[src/rtl/encoder_pkg.sv]
// Shared types and defaults for the encoder sampling/homing path.
// Latency: n/a (declarations only).
// Backpressure: n/a.
package encoder_pkg;

    typedef enum logic [1:0] {
        IDLE   = 2'd0,
        SEEK_Z = 2'd1,
        RUN    = 2'd2
    } sched_state_t;

    // Direction codes from the quadrature decoder
    localparam logic [1:0] DIR_CW  = 2'b01;  // A leads: position counts down
    localparam logic [1:0] DIR_CCW = 2'b10;  // B leads: position counts up

    localparam int ENCO_NUM_DEF   = 4000;
    localparam int SAMPLE_DIV_DEF = 50000;
    localparam int CNT_W_DEF      = 16;

endpackage

[src/rtl/sample_window_timer.sv]
// Modulo-DIV window counter producing a one-cycle tick on its last count.
// Latency: tick is combinational from the count; DIV enabled cycles per window.
// Backpressure: none; clr holds the count at zero and wins over en.
module sample_window_timer #(
    parameter int DIV = 50000
) (
    input  logic clk,
    input  logic rst,
    input  logic en,
    input  logic clr,
    output logic tick
);

    localparam int CW = (DIV > 2) ? $clog2(DIV) : 1;
    localparam logic [CW-1:0] LAST = CW'(DIV - 1);

    logic [CW-1:0] cnt;

    assign tick = en && (cnt == LAST);

    // Window count: wraps to zero after LAST, held at zero while cleared
    always_ff @(posedge clk) begin
        if (rst || clr) begin
            cnt <= '0;
        end else if (en) begin
            cnt <= (cnt == LAST) ? '0 : cnt + 1'b1;
        end
    end

endmodule

[src/rtl/encoder_sample_sched.sv]
// Homing sequencer and single-turn position tracker emitting per-window velocity samples.
// Latency: Z->homed 1 cycle; window tick at cycle T -> sample visible at T+1.
// Backpressure: s_valid holds until accepted; a new tick overwrites unread data and sets overrun.
module encoder_sample_sched
    import encoder_pkg::*;
#(
    parameter int SAMPLE_DIV = SAMPLE_DIV_DEF,
    parameter int ENCO_NUM   = ENCO_NUM_DEF,
    parameter int CNT_W      = CNT_W_DEF
) (
    input  logic             clk,
    input  logic             rst,
    input  logic             enc_pulse,
    input  logic [1:0]       enc_dir,
    input  logic             enc_z_pos,
    input  logic             home_req,
    input  logic             s_ready,
    output logic             s_valid,
    output logic [CNT_W-1:0] s_delta,
    output logic [CNT_W-1:0] s_pos,
    output logic             homed,
    output logic             home_busy,
    output logic             overrun,
    output logic             z_err
);

    localparam logic [CNT_W-1:0]        POS_LAST = CNT_W'(ENCO_NUM - 1);
    localparam logic signed [CNT_W-1:0] ACC_MAX  = {1'b0, {(CNT_W-1){1'b1}}};
    localparam logic signed [CNT_W-1:0] ACC_MIN  = {1'b1, {(CNT_W-1){1'b0}}};

    sched_state_t state, state_nxt;

    logic                    run;
    logic                    tick;
    logic                    step_up;
    logic                    step_dn;
    logic [CNT_W-1:0]        pos;
    logic [CNT_W-1:0]        pos_step;
    logic [CNT_W-1:0]        pos_nxt;
    logic signed [CNT_W-1:0] acc;
    logic signed [CNT_W-1:0] acc_nxt;

    assign run     = (state == RUN);
    assign step_up = run && enc_pulse && (enc_dir == DIR_CCW);
    assign step_dn = run && enc_pulse && (enc_dir == DIR_CW);

    // Timebase only runs in RUN, so entering RUN always starts a fresh window
    sample_window_timer #(
        .DIV (SAMPLE_DIV)
    ) u_timer (
        .clk  (clk),
        .rst  (rst),
        .en   (run),
        .clr  (!run),
        .tick (tick)
    );

    // State register
    always_ff @(posedge clk) begin
        if (rst) begin
            state <= IDLE;
        end else begin
            state <= state_nxt;
        end
    end

    // Next-state: home_req (re)starts homing, Z completes it
    always_comb begin
        state_nxt = state;
        case (state)
            IDLE:    if (home_req)  state_nxt = SEEK_Z;
            SEEK_Z:  if (enc_z_pos) state_nxt = RUN;
            RUN:     if (home_req)  state_nxt = SEEK_Z;
            default: state_nxt = IDLE;
        endcase
    end

    // State-decoded outputs
    always_comb begin
        home_busy = (state == SEEK_Z);
    end

    // Position/accumulator next values; Z overrides position but not the accumulator
    always_comb begin
        pos_step = pos;
        if (step_up) begin
            pos_step = (pos == POS_LAST) ? '0 : pos + 1'b1;
        end else if (step_dn) begin
            pos_step = (pos == '0) ? POS_LAST : pos - 1'b1;
        end
        pos_nxt = enc_z_pos ? '0 : pos_step;

        acc_nxt = acc;
        if (step_up && (acc != ACC_MAX)) begin
            acc_nxt = acc + 1'b1;
        end else if (step_dn && (acc != ACC_MIN)) begin
            acc_nxt = acc - 1'b1;
        end
    end

    // Datapath, sample register and sticky flags; home_req cancels any same-cycle tick
    always_ff @(posedge clk) begin
        if (rst) begin
            pos     <= '0;
            acc     <= '0;
            homed   <= 1'b0;
            s_valid <= 1'b0;
            s_delta <= '0;
            s_pos   <= '0;
            overrun <= 1'b0;
            z_err   <= 1'b0;
        end else begin
            if (home_req) begin
                homed   <= 1'b0;
                s_valid <= 1'b0;
                overrun <= 1'b0;
                z_err   <= 1'b0;
            end
            case (state)
                SEEK_Z: begin
                    if (enc_z_pos) begin
                        pos   <= '0;
                        acc   <= '0;
                        homed <= 1'b1;
                    end
                end
                RUN: begin
                    if (!home_req) begin
                        pos <= pos_nxt;
                        if (enc_z_pos && (pos != '0)) begin
                            z_err <= 1'b1;
                        end
                        if (tick) begin
                            s_delta <= acc_nxt;
                            s_pos   <= pos_nxt;
                            acc     <= '0;
                            s_valid <= 1'b1;
                            if (s_valid && !s_ready) begin
                                overrun <= 1'b1;
                            end
                        end else begin
                            acc <= acc_nxt;
                            if (s_valid && s_ready) begin
                                s_valid <= 1'b0;
                            end
                        end
                    end
                end
                default: ;
            endcase
        end
    end

endmodule

[config.mk]
export PLATFORM = sky130hd
export DESIGN_NAME = encoder_sample_sched
export DESIGN_NICKNAME = d
export VERILOG_FILES = /design/src/rtl/encoder_pkg.sv /design/src/rtl/sample_window_timer.sv /design/src/rtl/encoder_sample_sched.sv
export SDC_FILE = /design/constraint.sdc
export NUM_CORES = 1
export LEC_CHECK = 0
export BUFFER_PORTS_ARGS = -buffer_cell sky130_fd_sc_hd__buf_2
export CAP_MARGIN = 20
export CORE_MARGIN = 1.5
export CORE_UTILIZATION = 60
export DETAILED_ROUTE_END_ITERATION = 10
export PLACE_DENSITY = 0.8
export SYNTH_ARGS = -nofsm -noshare
export SYNTH_HDL_FRONTEND = slang
export SYNTH_HIERARCHICAL = 1
export SYNTH_SLANG_ARGS = --single-unit
[constraint.sdc]
create_clock -name clk -period 3.4 [get_ports clk]
set_input_delay 0.34 -clock clk [delete_from_list [all_inputs] [get_ports clk]]
set_output_delay 0.34 -clock clk [all_outputs]
set_load 0.01 [all_outputs]
Yosys cells after proc, flatten, opt, wreduce, memory -nomap -nowiden
Cells that the tools add are included.
- register bits: 86
- input port bits: 8
- output and inout bits: 37
- add/sub/neg operators: 5
- equal/unequal tests: 11
- muxes and demuxes: 34
- bitwise gates (word level): 1
- reduce and logical (&&, ||, !) cells: 20
- operators with widths (operator ; number):
    2-to-1 mux 16 bit ; 12
    one-hot mux 16 bit (2 select lines) ; 2
    adder 16 x 1 -> 16 bit, second input constant ; 3
    inequality test 16 bit, second input constant ; 2
    subtractor 16 x 1 -> 16 bit, second input constant ; 2
    2-to-1 mux 1 bit ; 17
    equality test 16 x 12 -> 1 bit, second input constant ; 1
    equality test 16 bit, second input constant ; 1
    logical NOT 16 bit ; 1
    nonzero test 16 bit ; 1
    logical AND 1 bit ; 9
    AND reduction 3 bit ; 2
    equality test 2 x 1 -> 1 bit, second input constant ; 2
    equality test 2 bit, second input constant ; 2
    2-to-1 mux 2 bit ; 2
    inequality test 2 bit, second input constant ; 2
    one-hot mux 2 bit (2 select lines) ; 1
    logical NOT 1 bit ; 2
    logical NOT 2 bit ; 1
    inequality test 2 x 1 -> 1 bit, second input constant ; 1
    AND reduction 2 bit ; 1
    nonzero test 2 bit ; 1
    OR reduction 2 bit ; 1
    logical OR 1 bit ; 1
    inverter 1 bit ; 1

Longest topological paths before layout
Gate-level depths: netlist (run 1).
- depth after elaboration: 9
- mapped depth: 11
- gate-level depth less buffers: 8

Cells and area by module
Netlist (run 1), hierarchy kept.
- by module, submodules not included (module ; instances ; cells an instance ; area each (µm²) ; sequential area each (µm²)):
    encoder_sample_sched ; 1 ; 562 ; 4364.2 ; 1401.3
    sample_window_timer ; 1 ; 82 ; 739.5 ; 320.3

Least setup slack after synthesis (run 1)
No wires, ideal clock.
- path type: reg2reg
- start point: reg u_timer.cnt[12]
- end point: reg acc[4]
- setup time: 0.132 ns
- arrival time: 2.651 ns
- path slack: 0.617 ns
- stages on the path, launching flop included: 10
- path buffers: 2
- period minus slack after synthesis: 2.783 ns
- cell sequence: dfxtp_1 > or4b_1 > or4b_4 > nor3_1 > or3_1 > clkdlybuf4s15_1 > clkbuf_1 > nor3_1 > o21ai_0 > a21oi_1
- word-level cells in the longest chain between the ends: 5
- RTL lines (item ; RTL line ; text):
    start: declaration ; sample_window_timer.sv:17 ; logic [CW-1:0] cnt;
    start signal: assignment ; sample_window_timer.sv:26 ; cnt <= (cnt == LAST) ? '0 : cnt + 1'b1;
    equality test 16 bit ; sample_window_timer.sv:19 ; assign tick = en && (cnt == LAST);
    logical AND 1 bit ; sample_window_timer.sv:19 ;
    via tick ; encoder_sample_sched.sv:34 ; logic tick;
    2-to-1 mux 16 bit ; encoder_sample_sched.sv:133 ; if (tick) begin
    2-to-1 mux 16 bit ; encoder_sample_sched.sv:128 ; if (!home_req) begin
    one-hot mux 16 bit (2 select lines) ; encoder_sample_sched.sv:119 ; case (state)
    end signal: assignment ; encoder_sample_sched.sv:142 ; acc <= acc_nxt;
    end: declaration ; encoder_sample_sched.sv:40 ; logic signed [CNT_W-1:0] acc;
The timed path passes the listed nets, and every way through them passes these cells. The select of a mux whose other input is x is not followed.
A chain may end at the register's enable or synchronous reset.

Worst setup path in the final report (run 1)
- start point: reg u_timer.cnt[12]
- end point: reg s_delta[6]
- word-level cells in the longest chain between the ends: 3
- RTL lines (item ; RTL line ; text):
    equality test 16 bit ; sample_window_timer.sv:19 ;
    logical AND 1 bit ; sample_window_timer.sv:19 ;
    via tick ; encoder_sample_sched.sv:34 ;
    AND reduction 3 bit (no source line) ; - ;
    end signal: assignment ; encoder_sample_sched.sv:134 ; s_delta <= acc_nxt;
    end: declaration ; encoder_sample_sched.sv:19 ; output logic [CNT_W-1:0] s_delta,
The timed path passes the listed nets, and every way through them passes these cells.

==> qor.txt, run 1 <==
largest net degree at the start of global routing = 42
Max Clock Freq = 315 MHz
top_reg_cell synth = dfxtp_1
Mapped Avg Cell Area = 7.92 um^2
overall routing resource usage = 32.3%
Tmin final = 3.17 ns
register share of total power = 55.8%
met3 WL = 1200 um
Yosys reg bits = 86
Setup Skew = 0.0172 ns
CTS root buf = clkbuf_8
P_sw = 0.490 mW
Longest Clk Path Bufs = 2
Lkg Pwr = 1.90 nW
Final Hold Fails = 0
area added between synthesis and finish = 8.16%
r2r setup slk = 0.23 ns
setup TNS = 0 ns
Die Span X = 95.2 um
Initial Util = 62.1%
DP HPWL = 10100 um
syn nets = 659
DR top layer = met4
Final Instance Area = 5520 um^2
Post-Synthesis Cells = 644
CTS buffer count = 9
status = finished clean
hold path endpoint = z_err
worst hold stages = 2
register clock-pin slew on the reported worst setup and hold paths = 0.10 ns
WP buf/inv = 0
max-slew violation count = 0
Post-Synth Adder-Cell Area = 1.72%
Slew @ Worst Pin = 0.978 ns
Core ar. = 8220 um^2
crit path cell chain = or4b_1, or4b_4, nor3_1, and2_1, nand2b_1, o21ai_0
Compound-Gate Fraction of Synth Area = 19.6%
Ys Warns = 6
Cell Area, Synth = 5100 um^2
R2R Path End = s_delta[6]
post-synthesis sequential area ratio = 33.7%
Worst R2R Start = u_timer/cnt[12]
mux contribution to synthesized area = 0.785%
asr flop ratio synth = 0%
row count = 33
post-CTS sizing = 0
crit path max fanout = 17
internal power = 1.32 mW
initial antenna violation count = 0
number of post-CTS setup repair buffers = 0
Top delay family on crit path = simple AND/OR/NAND/NOR gates
routed wl met2 = 6600 um
R2R cell count = 6
fin util = 67.2%
MaxCap Viol Count = 0
Avg Vias per Cell = 6.68
fraction of layout cells with a size suffix above 1 = 13.9%
wire length on met1 = 5850 um
largest family of logic cells by synthesized area = simple AND/OR/NAND/NOR gates
top post-synthesis cells by area = dfxtp_1 (34%), nand2_1 (4.7%), nor2_1 (4.0%), nand3b_1 (4.0%), o21ai_0 (3.9%)
CP max stage cell = and2_1
Crit. End Element = flip-flop
average routed wire per standard cell = 18.3 um
peak supply drop = 237 uV
Yosys cell types = 76
global-route wire length before repair = 22800 um
Antenna Cells = 0
Worst path max stage delay = 0.69 ns
Final #Nets = 674
max_slew headroom = 33.1%
Commonest cells post-synth = dfxtp_1 (86), nand2_1 (64), nor2_1 (55)
xor and xnor area share after synthesis = 4.81%
Hold Path Origin = home_req
Synth top area share = 33.7%
vias in the first global route = 4748
# DRC = 0
Net Sw Frac = 27.0%
Hold Crit Class = in2reg
CP arrival = 3.46 ns
unrepaired setup endpoints after global routing = no
Synth area leader = dfxtp_1
Routed WL = 14100 um
Clock Latency Late Sink = 0.37 ns
Pwr Density = 328 nW/um^2
vias = 5138
CP Launch Type = flip-flop
Die H = 95.2 um
clk sinks = 86
Tcrit/Tclk final = 93.3%
RD Place Congestion = 0.940
Post-synth EDFFs = 0
combinational power share = 4.3%
endpoints failing setup = 0
clock power share = 39.9%
CP required = 3.69 ns
DR pass1 iterations = 5
most numerous cell in the Yosys netlist = dfxtp_1
# port buffers = 44
Crit Path Class = reg2reg
Placed Area = 5320 um^2
CTS tree = yes
GRT overflow = 0
DR iter-0 viols = 385
Synth Area in Simple Gates = 34.2%
die footprint = 9070 um^2
Antenna Violating Nets Remaining = 0
Post-CTS Hold Fix Bufs = 0
CTS H-tree depth = 3
io pins = 45
==> cells in the final DEF (no fill, tap or decap), drive strengths merged, types with 3 or more instances in the layout <==
master | Yosys | final
and2 | 3 | 3
nor3 | 27 | 27
and4 | 8 | 8
o211a | 3 | 3
nand4 | 25 | 25
a211o | 4 | 4
dfxtp | 86 | 86
nor4 | 18 | 18
nor3b | 6 | 6
mux2i | 4 | 4
nand4b | 4 | 4
a31oi | 13 | 13
or4b | 3 | 3
nand3b | 27 | 27
o31ai | 7 | 7
o21ai | 42 | 42
or4 | 8 | 8
a21oi | 22 | 22
nor2 | 55 | 55
buf | 10 | 56
xnor2 | 15 | 15
and3 | 3 | 3
a32o | 3 | 3
a22oi | 6 | 6
o22ai | 5 | 5
or3 | 19 | 19
nand2 | 64 | 64
ha | 7 | 7
nand2b | 6 | 6
a311oi | 3 | 3
inv | 10 | 13
clkbuf | 41 | 9
a211oi | 10 | 10
a22o | 5 | 5
xor2 | 13 | 13
or2 | 4 | 4
clkinv | 0 | 3
nand3 | 24 | 24
==> cell type report <==
class                   count  area [um^2]
multi-input cells         496         3120
fillers                   724         2700
flip-flops and latches     86         1720
repair buffers             56          310
well taps                 105          131
clock buffers               9          124
clock inverters             7         75.1
inverters                  10         37.5
==> flip-flops by register name (all words and copies together) (netlist names) <==
signal	flops
pos	16
homed	1
u_timer/cnt	16
z_err	1
overrun	1
state	2
s_delta	16
acc	16
s_valid	1
s_pos	16
==> worst max path at each step <==
stage | depth (start not counted) | slack (ns) | from | to
6_report | 6 | 0.23 | u_timer/cnt[12] | s_delta[6]
4_1_cts | 6 | 0.23 | u_timer/cnt[11] | s_delta[6]
3_5_place_dp | 6 | 0.26 | u_timer/cnt[12] | s_delta[6]
5_1_grt | 6 | 0.03 | u_timer/cnt[11] | s_pos[1]
3_3_place_gp | 6 | 0.42 | u_timer/cnt[12] | s_delta[12]
2_1_floorplan | 9 | 0.62 | u_timer/cnt[12] | acc[4]
==> cells by family (layout without fill, tap and decap cells) <==
kind of cell | after synthesis | count (layout)
simple gates | 311 | 311
compound gates | 146 | 146
flops | 86 | 86
buf+inv | 62 | 82
xor+xnor | 28 | 28
fa+ha+maj | 7 | 7
mux | 4 | 4
==> layer usage <==
metal,global-route usage (%),vias to the layer above
li1,-,2438
met1,41.5,2390
met2,51.5,262
met3,6.78,48
met4,15.5,0
met5,0,-
==> through the flow <==
| step | total power [mW] | setup slack (ns) | hold slack (ns) | std cells |
|---|---|---|---|---|
| floorplan | 1.09 | 0.617 | 0.419 | 644 |
| global placement | 1.11 | 0.422 | 0.440 | 753 |
| detailed placement | 1.11 | 0.259 | 0.449 | 753 |
| CTS | 1.82 | 0.227 | 0.223 | 769 |
| global route | 1.88 | 0.0259 | 0.237 | 769 |
| finish | 1.81 | 0.229 | 0.249 | 769 |
==> power by group through the flow <==
| stage | registers, mW | clock network (mW) | logic, mW |
|---|---|---|---|
| floorplan | 1.03 | 0 | 0.0513 |
| global placement | 1.03 | 0 | 0.0758 |
| detailed placement | 1.03 | 0 | 0.0775 |
| CTS | 1.01 | 0.733 | 0.0777 |
| global route | 1.01 | 0.780 | 0.0851 |
| finish | 1.01 | 0.723 | 0.0788 |
Note: power is estimated with default switching activity, not from simulation.
==> run 2: changes to the inputs <==
--- a/config.mk
+++ b/config.mk
@@ -5,6 +5,7 @@
 export SDC_FILE = /design/constraint.sdc
 export NUM_CORES = 1
 export LEC_CHECK = 0
+export ABC_AREA = 1
 export BUFFER_PORTS_ARGS = -buffer_cell sky130_fd_sc_hd__buf_2
 export CAP_MARGIN = 20
 export CORE_MARGIN = 1.5
==> run 2 against run 1 <==
Compared with the run above:
- global-route usage shrank 1.7 points
- cell count grew 37%
- register-to-register slack gained 0.53 ns
==> qor.txt, run 2 <==
Post-CTS Hold Fix Bufs = 0
row count = 35
DR iter-0 viols = 469
multi-input logic area = 3430 um^2
Yosys cell types = 37
Pwr Density = 308 nW/um^2
Commonest cells post-synth = nand2_1 (268), nor2_1 (128), dfxtp_1 (86)
endpoints failing setup = 0
Yosys reg bits = 86
# DRC = 0
Clock Latency Late Sink = 0.37 ns
Mapped Avg Cell Area = 6.18 um^2
Final #Nets = 949
Die H = 100 um
top post-synthesis cells by area = dfxtp_1 (30%), nand2_1 (18%), nor2_1 (8.5%), nand3_1 (6.4%), a21oi_1 (6.3%)
io pins = 45
r2r setup slk = 0.76 ns
area added between synthesis and finish = 6.74%
status = finished clean
Post-synth EDFFs = 0
peak supply drop = 212 uV
Slew @ Worst Pin = 0.972 ns
unrepaired setup endpoints after global routing = no
worst hold stages = 4
CP arrival = 2.93 ns
xor and xnor area share after synthesis = 4.32%
Final Hold Fails = 0
Die Span X = 100 um
Synth Area in Simple Gates = 42.3%
most numerous cell in the Yosys netlist = nand2_1
max-slew violation count = 0
DP HPWL = 11300 um
Routed WL = 15200 um
post-CTS sizing = 0
Hold Crit Class = in2reg
RD Place Congestion = 1.01
CTS buffer count = 9
Initial Util = 61.8%
asr flop ratio synth = 0%
global-route wire length before repair = 24900 um
vias in the first global route = 5392
Cell Area, Synth = 5680 um^2
setup TNS = 0 ns
R2R Path End = s_pos[12]
CTS root buf = clkbuf_8
mux contribution to synthesized area = 0%
Max Clock Freq = 379 MHz
crit path max fanout = 30
CP required = 3.70 ns
Synth area leader = dfxtp_1
end of the critical path = s_pos[12]
commonest non-fill, non-tap cell in the layout = nand2_1
register area = 1720 um^2
overall routing resource usage = 30.6%
Synth top area share = 30.3%
Filler cells = 889
Antenna Violating Nets Remaining = 0
post-synthesis sequential area ratio = 30.3%
commonest cells after routing, fill and taps aside = nand2_1 (268), nor2_1 (128), dfxtp_1 (86), nand3_1 (73)
CTS H-tree depth = 3
Post-Synth Adder-Cell Area = 1.54%
Post-Synthesis Cells = 919
Longest Clk Path Bufs = 2
CP Launch Type = flip-flop
die footprint = 10100 um^2
top_reg_cell synth = dfxtp_1
Avg Vias per Cell = 5.69
GRT overflow = 0
CTS tree = yes
R2R cell count = 11
initial antenna violation count = 0
Critical Path Start = state[1]
Setup Skew = 0.0159 ns
largest net degree at the start of global routing = 32
Tmin final = 2.64 ns
Antenna Cells = 0
Crit Path Class = reg2reg
Worst R2R Start = state[1]
average routed wire per standard cell = 14.4 um
Final Power = 1.86 mW
Lkg Pwr = 2.75 nW
Crit. End Element = flip-flop
Ys Warns = 6
Core ar. = 9200 um^2
number of post-CTS setup repair buffers = 0
Compound-Gate Fraction of Synth Area = 12.1%
MaxCap Viol Count = 0
Tcrit/Tclk final = 77.5%
DR pass1 iterations = 4
fraction of layout cells with a size suffix above 1 = 11.9%
register clock-pin slew on the reported worst setup and hold paths = 0.10 ns
max_slew headroom = 35.1%
clk sinks = 86
syn nets = 934
# port buffers = 44
vias = 5971
largest family of logic cells by synthesized area = simple AND/OR/NAND/NOR gates
[run 2: changes by cell type after synthesis, moves of 16 or more]
cell,before,now
or3_1,18,0
inv_1,10,71
nand2_1,64,268
nor4_1,16,0
nand3b_1,27,3
nor2_1,55,128
nand3_1,24,73
a21oi_1,22,71
clkbuf_1,41,22
[run 2: worst min path at each step]
stage	from	endpoint	slack, ns
after floorplan	u_timer/cnt[13]	u_timer/cnt[13]	0.45
after global placement	overrun	overrun	0.45
after detailed placement	overrun	overrun	0.46
after CTS	s_ready	overrun	0.24
after global routing	home_req	state[0]	0.25
final	s_ready	overrun	0.25
[run 2: metal layers]
| metal | wire length (um) | vias to the layer above | global-route usage [%] |
|---|---|---|---|
| li1 | - | 2974 | - |
| met1 | 6690 | 2757 | 38.9 |
| met2 | 7310 | 201 | 53.2 |
| met3 | 813 | 39 | 4.53 |
| met4 | 335 | 0 | 10.4 |
| met5 | 0 | - | 0 |
[run 2: layout make-up]
| class | instances | share of cell area (%) |
|---|---|---|
| sequential | 86 | 28.4 |
| multi-input combinational | 707 | 56.5 |
| inverter | 82 | 5.08 |
| clock inverter | 5 | 1.07 |
| timing repair buffer | 48 | 4.13 |
| clock buffer | 11 | 2.50 |
| tap | 111 | 2.29 |
[run 2: cell families after synthesis]
family / count (synthesis)
AOI/OAI and AO/OA: 132
DFF: 86
adders and majority gates: 7
and+or+nand+nor: 540
xor gates and xnor gates: 28
buffers and inverters: 126
[run 2: report_power, final]
group	switching (mW)	internal [mW]	total, mW
logic	0.0579	0.0161	0.0740
registers	0.00191	1.01	1.01
clock network	0.393	0.388	0.780
[run 2: per-stage QoR]
stage | setup WS (ns) | util, % | instance area [um^2] | hold WS (ns) | std cells
floorplan | 1.59 | - | 5680 | 0.455 | 919
global placement | 0.925 | 63.6 | 5850 | 0.454 | 1034
detailed placement | 0.808 | 63.6 | 5850 | 0.457 | 1034
CTS | 0.759 | 65.9 | 6060 | 0.236 | 1050
global route | 0.437 | 65.9 | 6060 | 0.251 | 1050
finish | 0.764 | 65.9 | 6060 | 0.250 | 1050
[run 2: critical path: stages (launching register included)]
cell and delay (ns):
dfxtp_1 0.38, inv_2 0.05, nor2_4 0.30, nand2_1 0.10, nor2_1 0.13, nand2_2 0.09
nor2_4 0.18, nand2_1 0.26, inv_2 0.44, buf_4 0.35, o21ai_0 0.12, a21oi_1 0.16
==> run 3: changes to the inputs <==
==> constraint.sdc (replaced) <==
create_clock -name clk -period 2.7 [get_ports clk]
set_input_delay 0.27 -clock clk [delete_from_list [all_inputs] [get_ports clk]]
set_output_delay 0.27 -clock clk [all_outputs]
set_load 0.01 [all_outputs]
==> run 3 against run 2 <==
Compared with the run above:
- sequential cell count stayed put
- first-iteration DRC count is 14% lower
- combinational power is 33% higher
- critical path depth is 1 higher
- total power is 28% higher
- setup slack worse by 0.32 ns
- wire length is 3.6% higher
- count of clock-buffer cells in the layout stayed put
- hold slack worse by 0.069 ns
- critical path type unchanged
- critical endpoint is now s_delta[2]
==> qor.txt, run 3 (synthesis gave the netlist of run 2 again) <==
Max Clock Freq = 444 MHz
Tmin final = 2.25 ns
Die H = 100 um
CP Launch Type = flip-flop
DP HPWL = 11700 um
Clock Latency Late Sink = 0.36 ns
commonest non-fill, non-tap cell in the layout = nand2_1
number of post-CTS setup repair buffers = 0
GRT overflow = 0
average routed wire per standard cell = 14.9 um
Placed Area = 5900 um^2
crit path cell chain = inv_2, nor2_4, nand2_2, nor2_4, nand2_4, inv_2, nor2_1, o21ai_0, nand2_1, nand2_1, o211ai_1, inv_1
Die Span X = 100 um
Final Hold Fails = 0
max_slew headroom = 32.5%
Longest Clk Path Bufs = 2
Routed WL = 15700 um
CTS root buf = clkbuf_8
Core ar. = 9200 um^2
Avg Vias per Cell = 5.66
hold path endpoint = overrun
Post-CTS Hold Fix Bufs = 0
register area = 1720 um^2
r2r setup slk = 0.45 ns
setup TNS = 0 ns
Final Instance Area = 6110 um^2
CTS buffer count = 9
Initial Util = 61.8%
peak supply drop = 240 uV
die footprint = 10100 um^2
R2R cell count = 12
endpoints failing setup = 0
DR pass1 iterations = 5
status = finished clean
Top delay family on crit path = simple AND/OR/NAND/NOR gates
RD Place Congestion = 0.977
commonest cells after routing, fill and taps aside = nand2_1 (268), nor2_1 (128), dfxtp_1 (86), nand3_1 (73)
area added between synthesis and finish = 7.62%
# port buffers = 44
largest net degree at the start of global routing = 56
Critical Path Start = state[1]
CTS H-tree depth = 3
crit path max fanout = 23
Worst path max stage delay = 0.38 ns
overall routing resource usage = 31.9%
register clock-pin slew on the reported worst setup and hold paths = 0.09 ns
Tcrit/Tclk final = 83.5%
Lkg Pwr = 2.78 nW
row count = 35
clk sinks = 86
global-route wire length before repair = 25800 um
CP max stage cell = dfxtp_1
vias in the first global route = 5581
WP buf/inv = 3
io pins = 45
Hold Path Origin = s_ready
DR iter-0 viols = 401
# DRC = 0
initial antenna violation count = 0
CTS tree = yes
Crit. End Element = flip-flop
Antenna Violating Nets Remaining = 0
Antenna Cells = 0
Setup Skew = 0.0116 ns
multi-input logic area = 3430 um^2
Crit Path Class = reg2reg
R2R Path End = s_delta[2]
max-slew violation count = 0
Worst R2R Start = state[1]
post-CTS sizing = 0
MaxCap Viol Count = 0
fraction of layout cells with a size suffix above 1 = 12.4%
CP required = 3.00 ns
Slew @ Worst Pin = 1.01 ns
Hold Crit Class = in2reg
CP arrival = 2.56 ns
Pwr Density = 390 nW/um^2
worst hold stages = 4
unrepaired setup endpoints after global routing = no
Filler cells = 842
vias = 5967
Final #Nets = 954
-- run 3: cell count changes in the layout (fill, tap and decap cells not counted) --
cell and delta:
buf_4 +4, buf_12 +1
-- run 3: worst max path at each step --
stage / endpoint / slack (ns) / cells past startpoint
3_5_place_dp: s_delta[2] / 0.48 / 12
6_report: s_delta[2] / 0.45 / 12
5_1_grt: s_delta[2] / 0.26 / 12
4_1_cts: s_delta[2] / 0.43 / 12
2_1_floorplan: s_delta[2] / 0.89 / 11
3_3_place_gp: s_delta[12] / 0.57 / 11
-- run 3: layout make-up --
class,count,share of cell area (%)
clock buffers,11,2.48
clock inverters,5,1.06
inverters,82,5.04
multi-input cells,707,56.1
flip-flops and latches,86,28.2
well taps,111,2.27
repair buffers,53,4.91
-- run 3: per-layer routing --
metal / vias up / global-route usage, % / wire length [um] / share of wire (%)
met5: - / 0 / 0 / 0
met1: 2712 / 40.6 / 6790 / 43
li1: 2990 / - / - / -
met4: 0 / 11.6 / 327 / 2.1
met3: 41 / 4.04 / 983 / 6.3
met2: 224 / 55.3 / 7600 / 48
-- run 3: stage by stage --
step	power, mW	hold WS (ns)	util, %	std cells	setup slack (ns)
after floorplan	1.37	0.417	-	919	0.895
after global placement	1.40	0.452	64.1	1039	0.571
after detailed placement	1.40	0.453	64.1	1039	0.478
after CTS	2.39	0.175	66.5	1055	0.435
after global routing	2.45	0.184	66.5	1055	0.259
final	2.39	0.182	66.5	1055	0.447
-- run 3: tightest hold or removal path, cell delays in order --
cell     delay, ns
buf_2         0.08
nor2_1        0.05
nand2_1       0.05
a21oi_1       0.05
-- run 3: report_power, final --
group          switching, mW  total (mW)  leakage, nW  internal, mW
registers            0.00240        1.27        0.693          1.27
logic                 0.0770      0.0984         1.98        0.0214
clock network          0.526        1.01        0.104         0.489
total                  0.605        2.39         2.78          1.78
